<file path="src/rtl/cache_cmd_decoder_pkg.sv">
// Shared types for the LLC trace front-end: address split for the 8-way, 16 MB,
// 64 B-line cache, the trace command codes and the request record.
package cache_cmd_decoder_pkg;

    localparam int ADDR_W     = 32;
    localparam int CMD_W      = 4;
    localparam int CAPACITY_W = 24;
    localparam int LINE_W     = 6;
    localparam int WAYS_W     = 3;

    // index = sets = capacity / (line * ways); tag takes the remaining bits
    localparam int OFFSET_W = LINE_W;
    localparam int INDEX_W  = CAPACITY_W - LINE_W - WAYS_W;
    localparam int TAG_W    = ADDR_W - INDEX_W - OFFSET_W;

    typedef enum logic [CMD_W-1:0] {
        CMD_READ         = 4'd0,
        CMD_WRITE        = 4'd1,
        CMD_L1_READ      = 4'd2,
        CMD_SNOOP_INVAL  = 4'd3,
        CMD_SNOOPED_RD   = 4'd4,
        CMD_SNOOP_WR     = 4'd5,
        CMD_SNOOP_RDWITM = 4'd6,
        CMD_CLR          = 4'd8,
        CMD_PRINT        = 4'd9
    } cmd_e;

    typedef struct packed {
        cmd_e                cmd;
        logic [TAG_W-1:0]    tag;
        logic [INDEX_W-1:0]  index;
        logic [OFFSET_W-1:0] offset;
    } cache_req_t;

    function automatic logic is_legal_cmd(input logic [CMD_W-1:0] code);
        return (code <= 4'd6) || (code == 4'd8) || (code == 4'd9);
    endfunction

    function automatic logic is_snoop_cmd(input logic [CMD_W-1:0] code);
        return (code >= 4'd3) && (code <= 4'd6);
    endfunction

endpackage

</file>
<file path="src/rtl/cache_cmd_decoder_cmd_fifo.sv">
// Request FIFO between the trace decoder and the cache controller.
// Power-of-two depth, so the read/write pointers wrap naturally.
module cmd_fifo
    import cache_cmd_decoder_pkg::*;
#(
    parameter int DEPTH = 4
) (
    input  logic                   clk,
    input  logic                   rst,
    input  logic                   push,
    input  cache_req_t             wr_data,
    input  logic                   pop,
    output cache_req_t             rd_data,
    output logic [$clog2(DEPTH):0] count,
    output logic                   full,
    output logic                   empty
);

    localparam int PTR_W = $clog2(DEPTH);

    cache_req_t       mem [DEPTH];
    logic [PTR_W-1:0] wr_ptr;
    logic [PTR_W-1:0] rd_ptr;
    logic             do_push;
    logic             do_pop;

    assign full    = (count == (PTR_W + 1)'(DEPTH));
    assign empty   = (count == '0);
    assign do_push = push & ~full;
    assign do_pop  = pop & ~empty;
    assign rd_data = mem[rd_ptr];

    always_ff @(posedge clk) begin
        if (do_push) begin
            mem[wr_ptr] <= wr_data;
        end
    end

    always_ff @(posedge clk) begin
        if (rst) begin
            wr_ptr <= '0;
            rd_ptr <= '0;
            count  <= '0;
        end else begin
            if (do_push) begin
                wr_ptr <= wr_ptr + PTR_W'(1);
            end
            if (do_pop) begin
                rd_ptr <= rd_ptr + PTR_W'(1);
            end
            case ({do_push, do_pop})
                2'b10:   count <= count + 1'b1;
                2'b01:   count <= count - 1'b1;
                default: count <= count;
            endcase
        end
    end

endmodule

</file>
<file path="src/rtl/cache_cmd_decoder.sv">
// Trace front-end: validates command codes, splits addresses into tag/index/offset,
// buffers requests for the cache controller and keeps read/write/illegal statistics.
module cache_cmd_decoder
    import cache_cmd_decoder_pkg::*;
#(
    parameter int DEPTH = 4,
    parameter int CNT_W = 32
) (
    input  logic                clk,
    input  logic                rst,
    input  logic                in_valid,
    output logic                in_ready,
    input  logic [CMD_W-1:0]    in_cmd,
    input  logic [ADDR_W-1:0]   in_addr,
    output logic                out_valid,
    input  logic                out_ready,
    output logic [CMD_W-1:0]    out_cmd,
    output logic [TAG_W-1:0]    out_tag,
    output logic [INDEX_W-1:0]  out_index,
    output logic [OFFSET_W-1:0] out_offset,
    output logic                out_is_snoop,
    output logic                err_illegal,
    output logic [CNT_W-1:0]    rd_cnt,
    output logic [CNT_W-1:0]    wr_cnt,
    output logic [CNT_W-1:0]    ill_cnt
);

    localparam int OCC_W = $clog2(DEPTH) + 1;

    cache_req_t       new_req;
    cache_req_t       head;
    logic [OCC_W-1:0] fifo_count;
    logic             fifo_full;
    logic             fifo_empty;
    logic             accept;
    logic             cmd_legal;
    logic             push;
    logic             pop;

    // in_ready depends only on registered occupancy, never on out_ready
    assign in_ready  = (fifo_count < OCC_W'(DEPTH));
    assign accept    = in_valid & in_ready;
    assign cmd_legal = is_legal_cmd(in_cmd);
    assign push      = accept & cmd_legal & ~fifo_full;
    assign pop       = out_ready & ~fifo_empty;

    assign new_req.cmd    = cmd_e'(in_cmd);
    assign new_req.tag    = in_addr[ADDR_W-1 -: TAG_W];
    assign new_req.index  = in_addr[OFFSET_W +: INDEX_W];
    assign new_req.offset = in_addr[OFFSET_W-1:0];

    cmd_fifo #(
        .DEPTH(DEPTH)
    ) u_cmd_fifo (
        .clk     (clk),
        .rst     (rst),
        .push    (push),
        .wr_data (new_req),
        .pop     (pop),
        .rd_data (head),
        .count   (fifo_count),
        .full    (fifo_full),
        .empty   (fifo_empty)
    );

    // Head fields are masked to zero so an empty FIFO never shows stale data
    assign out_valid    = ~fifo_empty;
    assign out_cmd      = out_valid ? head.cmd    : '0;
    assign out_tag      = out_valid ? head.tag    : '0;
    assign out_index    = out_valid ? head.index  : '0;
    assign out_offset   = out_valid ? head.offset : '0;
    assign out_is_snoop = out_valid & is_snoop_cmd(head.cmd);

    always_ff @(posedge clk) begin
        if (rst) begin
            err_illegal <= 1'b0;
            rd_cnt      <= '0;
            wr_cnt      <= '0;
            ill_cnt     <= '0;
        end else begin
            err_illegal <= accept & ~cmd_legal;
            if (accept) begin
                if (in_cmd == CMD_CLR) begin
                    rd_cnt  <= '0;
                    wr_cnt  <= '0;
                    ill_cnt <= '0;
                end else if (!cmd_legal) begin
                    if (ill_cnt != '1) begin
                        ill_cnt <= ill_cnt + 1'b1;
                    end
                end else if (in_cmd == CMD_READ || in_cmd == CMD_L1_READ) begin
                    if (rd_cnt != '1) begin
                        rd_cnt <= rd_cnt + 1'b1;
                    end
                end else if (in_cmd == CMD_WRITE) begin
                    if (wr_cnt != '1) begin
                        wr_cnt <= wr_cnt + 1'b1;
                    end
                end
            end
        end
    end

endmodule

</file>
<file path="config.mk">
export PLATFORM = sky130hd
export DESIGN_NAME = cache_cmd_decoder
export DESIGN_NICKNAME = d
export VERILOG_FILES = /design/src/rtl/cache_cmd_decoder_pkg.sv /design/src/rtl/cache_cmd_decoder_cmd_fifo.sv /design/src/rtl/cache_cmd_decoder.sv
export SDC_FILE = /design/constraint.sdc
export NUM_CORES = 1
export LEC_CHECK = 0
export BUFFER_PORTS_ARGS = -buffer_cell sky130_fd_sc_hd__buf_4
export CELL_PAD_IN_SITES_DETAIL_PLACEMENT = 1
export CELL_PAD_IN_SITES_GLOBAL_PLACEMENT = 1
export CORE_MARGIN = 2
export CORE_UTILIZATION = 39
export CTS_CLUSTER_SIZE = 16
export DETAILED_ROUTE_END_ITERATION = 7
export PLACE_DENSITY_LB_ADDON = 0.05
export SYNTH_ARGS = -nofsm -noshare
export SYNTH_HDL_FRONTEND = slang
export SYNTH_SLANG_ARGS = --single-unit
</file>
<file path="constraint.sdc">
create_clock -name clk -period 3.9 [get_ports clk]
set_input_delay 1.17 -clock clk [delete_from_list [all_inputs] [get_ports clk]]
set_output_delay 1.17 -clock clk [all_outputs]
set_load 0.01 [all_outputs]
</file>
---- After elaboration in Yosys (flattened, before gate mapping) ----
Memories as Yosys holds them, arrays and structs flattened. A register that Yosys moved wholly into a read port is not among the register bits.
Index checks and enable logic that the tools add are counted.
storage, ports and cells
  input bits .............................. 40
  bits in writable memories ............... 144
  register bits ........................... 104
  memories kept ........................... 1
cells by class
  bitwise gates (word level) .............. 11
  $lt $le $gt $ge ......................... 4
  reductions and logical operators ........ 16
  add/subtract/negate cells ............... 7
  multiplexer cells ....................... 21
  equality and inequality tests ........... 12
memories
  name            words  width  read ports  clocked after memory_dff  wr ports  line                              RTL
  u_cmd_fifo.mem  4      36     1           1                         1         cache_cmd_decoder_cmd_fifo.sv:21  cache_req_t mem [DEPTH];
operators by type and width
  cell                                                                number
  two-way mux 32 bit                                                  12
  adder 32 x 1 -> 32 bit (second input constant)                      3
  inequality test 32 bit (second input constant)                      3
  two-way mux 15 bit                                                  1
  nonzero test 2 bit                                                  7
  two-way mux 11 bit                                                  1
  AND 1 bit                                                           8
  == test 4 bit (second input constant)                               2
  <= comparator 4 x 3 -> 1 bit (second input constant)                2
  two-way mux 6 bit                                                   1
  one-hot mux 3 bit (2 select lines)                                  1
  AND reduction 5 bit                                                 1
  adder 2 x 1 -> 2 bit (second input constant)                        2
  == test 4 x 1 -> 1 bit (second input constant)                      1
  == test 4 x 2 -> 1 bit (second input constant)                      1
  greater-or-equal comparator 4 x 2 -> 1 bit (second input constant)  1
  logical NOT 4 bit                                                   1
  two-way mux 2 bit                                                   2
  two-way mux 4 bit                                                   1
  AND reduction 4 bit                                                 1
  adder 3 x 1 -> 3 bit (second input constant)                        1
  == test 3 bit (second input constant)                               1
  logical NOT 3 bit                                                   1
  logical OR 1 bit                                                    3
  other kinds (10)                                                    13

---- Depth between registers and ports, before layout ----
  depth in word-level cells ............... 8
  mapped depth ............................ 11

---- By module ----
A second synthesis with hierarchy kept.
unflattened totals
  cell total of the unflattened synthesis .. 996
  area, all modules ....................... 11457.2 µm²
by module, submodules not included
  module             cells an instance  seq. area each (µm²)  times used  area each (µm²)
  cache_cmd_decoder  754                1941.9                1           5733.0
  cmd_fifo           242                4504.3                1           5724.2

---- Worst setup path after synthesis ----
OpenSTA, ideal clock, no wires.
  path type ............................... input -> register
  from .................................... input port in_cmd[2]
  to ...................................... memory u_cmd_fifo.mem[1][0] (netlist name) (enable)
  data arrival time ....................... 3.061 ns
  required time ........................... 3.503 ns
  buffers on the path ..................... 2
  library setup time ...................... 0.397 ns
  cell stages on the path ................. 5
  setup slack ............................. 0.442 ns
  cell sequence ........................... clkbuf_2 -> o21a_1 -> nor3_2 -> clkbuf_1 -> and2_1
on the way
  cells in the longest elaborated chain, start to end .. 8
ends and longest elaborated chain
  item                                                           line                              RTL
  start: declaration                                             cache_cmd_decoder.sv:13           input logic [CMD_W-1:0] in_cmd,
  <= comparator 4 x 3 -> 1 bit or == test 4 bit (tied branches)  cache_cmd_decoder_pkg.sv:36       return (code <= 4'd6) || (code == 4'd8) || (code == 4'd9);
  logical OR 1 bit                                               cache_cmd_decoder_pkg.sv:36
  logical OR 1 bit *                                             cache_cmd_decoder_pkg.sv:36
  AND 1 bit * (2 in series)                                      cache_cmd_decoder.sv:44           assign push = accept & cmd_legal & ~fifo_full;
  AND 1 bit *                                                    cache_cmd_decoder_cmd_fifo.sv:29  assign do_push = push & ~full;
  two-way mux 1 bit *                                            cache_cmd_decoder_cmd_fifo.sv:34  if (do_push) begin
  two-way mux 1 bit (not written as such) *                      cache_cmd_decoder_cmd_fifo.sv:35  mem[wr_ptr] <= wr_data;
  end: declaration                                               cache_cmd_decoder_cmd_fifo.sv:21
Mark *: on every way between the ends. The rest lies on a longest branch, timed or not.

==> metrics.md <==
| Metric | Value |
|---|---|
| Register area share after synthesis | 57.8% |
| Clk_skew | 0.0142 ns |
| Setup violations, final | 0 |
| H-tree Lvls | 1 |
| Initial Utilization | 39.8% |
| Startpoint Class | flop |
| WHS | 0.497 ns |
| Critical path data arrival time | 2.30 ns |
| Largest net degree at the start of global routing | 40 |
| Total grt overflow | 0 |
| # rows | 61 |
| Total GRT Usage | 20.6% |
| Number of max-cap violations | 0 |
| Reg2reg end | rd_cnt[27] |
| CTS tree | done |
| Gpl congestion | 0.772 |
| Antenna-violating nets left | 0 |
| Layout overhead on the synthesized area | 25.5% |
| Postcts setup bufs | 0 |
| Hold-fix buffers, CTS | 0 |
| Yosys warns | 0 |
| Critical Path RT | 2.73 ns |
| Final period util | 89.1% |
| PwrDens | 531 mW/mm^2 |
| Die height | 173 microns |
| Root buf cell | clkbuf_16 |
| Clk pin slew, worst setup/hold paths | 0.06 ns |
| Antenna violations before repair | 0 |
| Hold_sp | ill_cnt[23] |
| Vias post-DR | 8,533 |
| Hold crit path type | reg2reg |
| Top Family by Delay on Critical Path | multiplexers |
| Worst path bufs/invs | 2 |
| Worst-Margin Slew | 1.12 ns |
| Status | finished, final reports clean |
| CP dominant cell by count | buf_4 |
| Slowest Stage Delay on Critical Path | 0.60 ns |
| Ys flop type | edfxtp_1 |
| Syn Area/Cell | 11.8 sq um |
| GRT met1 Usage | 27.5% |
| Post-synth EDFFs | 144 |
| DIE WIDTH | 173 microns |
| Maximum clock path buffer count | 3 |
| Vias in the first global route | 8,853 |
| Crit Path Category | reg2out |
| DR iter-0 viols | 464 |
| Static leakage | 5.05 nW |
| Worst-path cell chain | buf_4 > mux4_2 > xor2_1 > nor3_1 > buf_4 |
| Vias/cell | 5.58 |
| GR Util met2 | 35.7% |
| Clk Latency, worst-skew pair | 0.54 ns |
| Slew Limit Fails | 0 |
| Fmax | 0.288 GHz |
| Top Usage Layer GRT | met2 |
| IO Pins | 176 |
| Maximum VDD drop | 331 uV |
| Setup TNS Final | 0 ns |
| Post-DR wirelength/cell | 20.4 microns |
| Unique cell type count in the Yosys netlist | 61 |
| FF+latch count, synth | 250 |
| Final design utilization | 50.0% |
| Post-DP HPWL | 21,300 microns |
| CP max stage cell | mux4_2 |
| RR Startpoint | rd_cnt[2] |
| End of the worst hold path | ill_cnt[23] |
| RSZ-0062 raised after global routing | no |
| Reg2reg path depth | 6 |
| Reg2reg setup slack | 1.34 ns |
| Layout cells sized above 1 | 28.3% |
| Final min period | 3.47 ns |
| GR Layer Usage met3 | 3.69% |
| Worst hold path stage count | 1 |
| DIE AREA | 0.0300 sq mm |
| First-pass GRT wire length | 50,600 microns |
| Synthesized Nets | 991 |
| I/O Buffers | 175 |
| Post-synthesis cell count | 942 |
| Core area | 0.0280 sq mm |
| Post-Route WL | 31,200 microns |
| Post-synth ARST share | 0% |
| Post_cts resized | 0 |
| First-pass iteration count of the detailed router | 4 |
| Max-slew headroom | 24.4% |
| Hold Fails Final Rpt | 0 |
| Mapped cell area | 0.0112 sq mm |
| DRC | 0 |
| Layout Nets | 1,176 |
| Critical Path Fanout Max | 15 |
| Setup crit end kind | primary output |
| Num CTS Buffers | 29 |
| Clock Sinks | 250 |
| Ant diodes | 0 |
sequential cells by signal, indices dropped and copies added, names as in the netlist, named ones only:
signal             count
err_illegal            1
ill_cnt               32
rd_cnt                32
u_cmd_fifo.count       3
u_cmd_fifo.mem       144
u_cmd_fifo.rd_ptr      2
u_cmd_fifo.wr_ptr      2
wr_cnt                32
through the flow:
stage / instances / instance area, sq um / setup slack [ns] / total power (W)
after detailed placement: 1474 / 13000 / 0.626 / 0.00467
final: 1528 / 14000 / 0.426 / 0.00744
after global placement: 1474 / 13000 / 0.653 / 0.00463
after global routing: 1528 / 14000 / 0.284 / 0.00779
after floorplan: 942 / 11200 / 0.442 / 0.00395
after CTS: 1528 / 14000 / 0.370 / 0.00755
worst max-delay path by stage:
stage	endpoint	cells past startpoint
floorplan	u_cmd_fifo.mem[1][0]	5
detailed placement	wr_cnt[5]	6
global route	out_is_snoop	6
finish	out_is_snoop	5
CTS	out_is_snoop	6
global placement	wr_cnt[5]	6
final cells by class:
type	count	area [sq um]
Sequential cell	250	6450
Tap cell	378	473
Inverter	20	75.1
Clock buffer	38	800
Timing Repair Buffer	204	1540
Clock inverter	16	224
Multi-Input combinational cell	622	4440
Fill cell	2980	14000
cells by family (layout without fill, tap and decap cells):
logic type	count (synthesis)	after routing	synth area share (%)
simple gates	339	339	17.2
flops	250	250	57.8
compound gates	227	227	13.3
buf+inv	70	278	2.58
mux	40	40	7.62
fa+ha+maj	9	9	1.08
xor+xnor	7	7	0.549
synthesized netlist by cell type, types with 5 or more instances:
master / n / area [sq um]
a21o_1: 8 / 60.1
a21oi_1: 42 / 210
a311oi_1: 26 / 228
a31o_2: 7 / 61.3
a31oi_1: 39 / 244
and2_1: 12 / 75.1
and3_1: 26 / 163
and4_1: 8 / 70.1
buf_2: 15 / 75.1
clkbuf_1: 29 / 109
dfxtp_1: 106 / 2120
edfxtp_1: 144 / 4320
ha_1: 8 / 100
inv_1: 19 / 71.3
mux4_2: 36 / 811
nand2_1: 68 / 255
nand3_1: 47 / 235
nand4_1: 31 / 194
nor2_1: 46 / 173
nor2b_1: 41 / 257
nor3_1: 13 / 65.1
nor4_1: 9 / 56.3
o211ai_1: 6 / 45.0
o21ai_0: 57 / 285
o31ai_1: 14 / 105
o41ai_1: 5 / 43.8
or3_1: 5 / 31.3
or4_1: 6 / 45.0
where the power goes:
group	internal (W)	switching [W]	leakage [nW]
combinational	0.000770	0.000853	2.39
sequential	0.00290	0.0000477	2.16
clock	0.00178	0.00109	0.497
total	0.00545	0.00199	5.05
metal layers:
layer,routed length (microns),up-vias
met4,335,0
met3,1510,22
li1,-,4064
met1,13800,4284
met5,0,-
met2,15500,163
cell usage in the layout (no fill, tap or decap), types with 5 or more instances in the layout:
cell       count
dfxtp_1      105
nor2b_1       41
or3_1          5
a21o_1         8
nand2_1       68
nor3_2         5
a31o_2         7
nor4_1         9
clkbuf_1       5
buf_4        203
nand3_1       47
clkbuf_16     29
o31ai_1       14
nor2_1        46
o211ai_1       6
edfxtp_1     144
a21oi_1       42
ha_1           8
and3_1        26
or4_1          6
nand4_1       31
mux4_2        36
o41ai_1        5
bufinv_16      5
a311oi_1      26
inv_1         19
nor3_1        12
and2_1         8
o21ai_0       57
a31oi_1       39
and4_1         8
No activity file was read; power rests on OpenSTA's default activity.
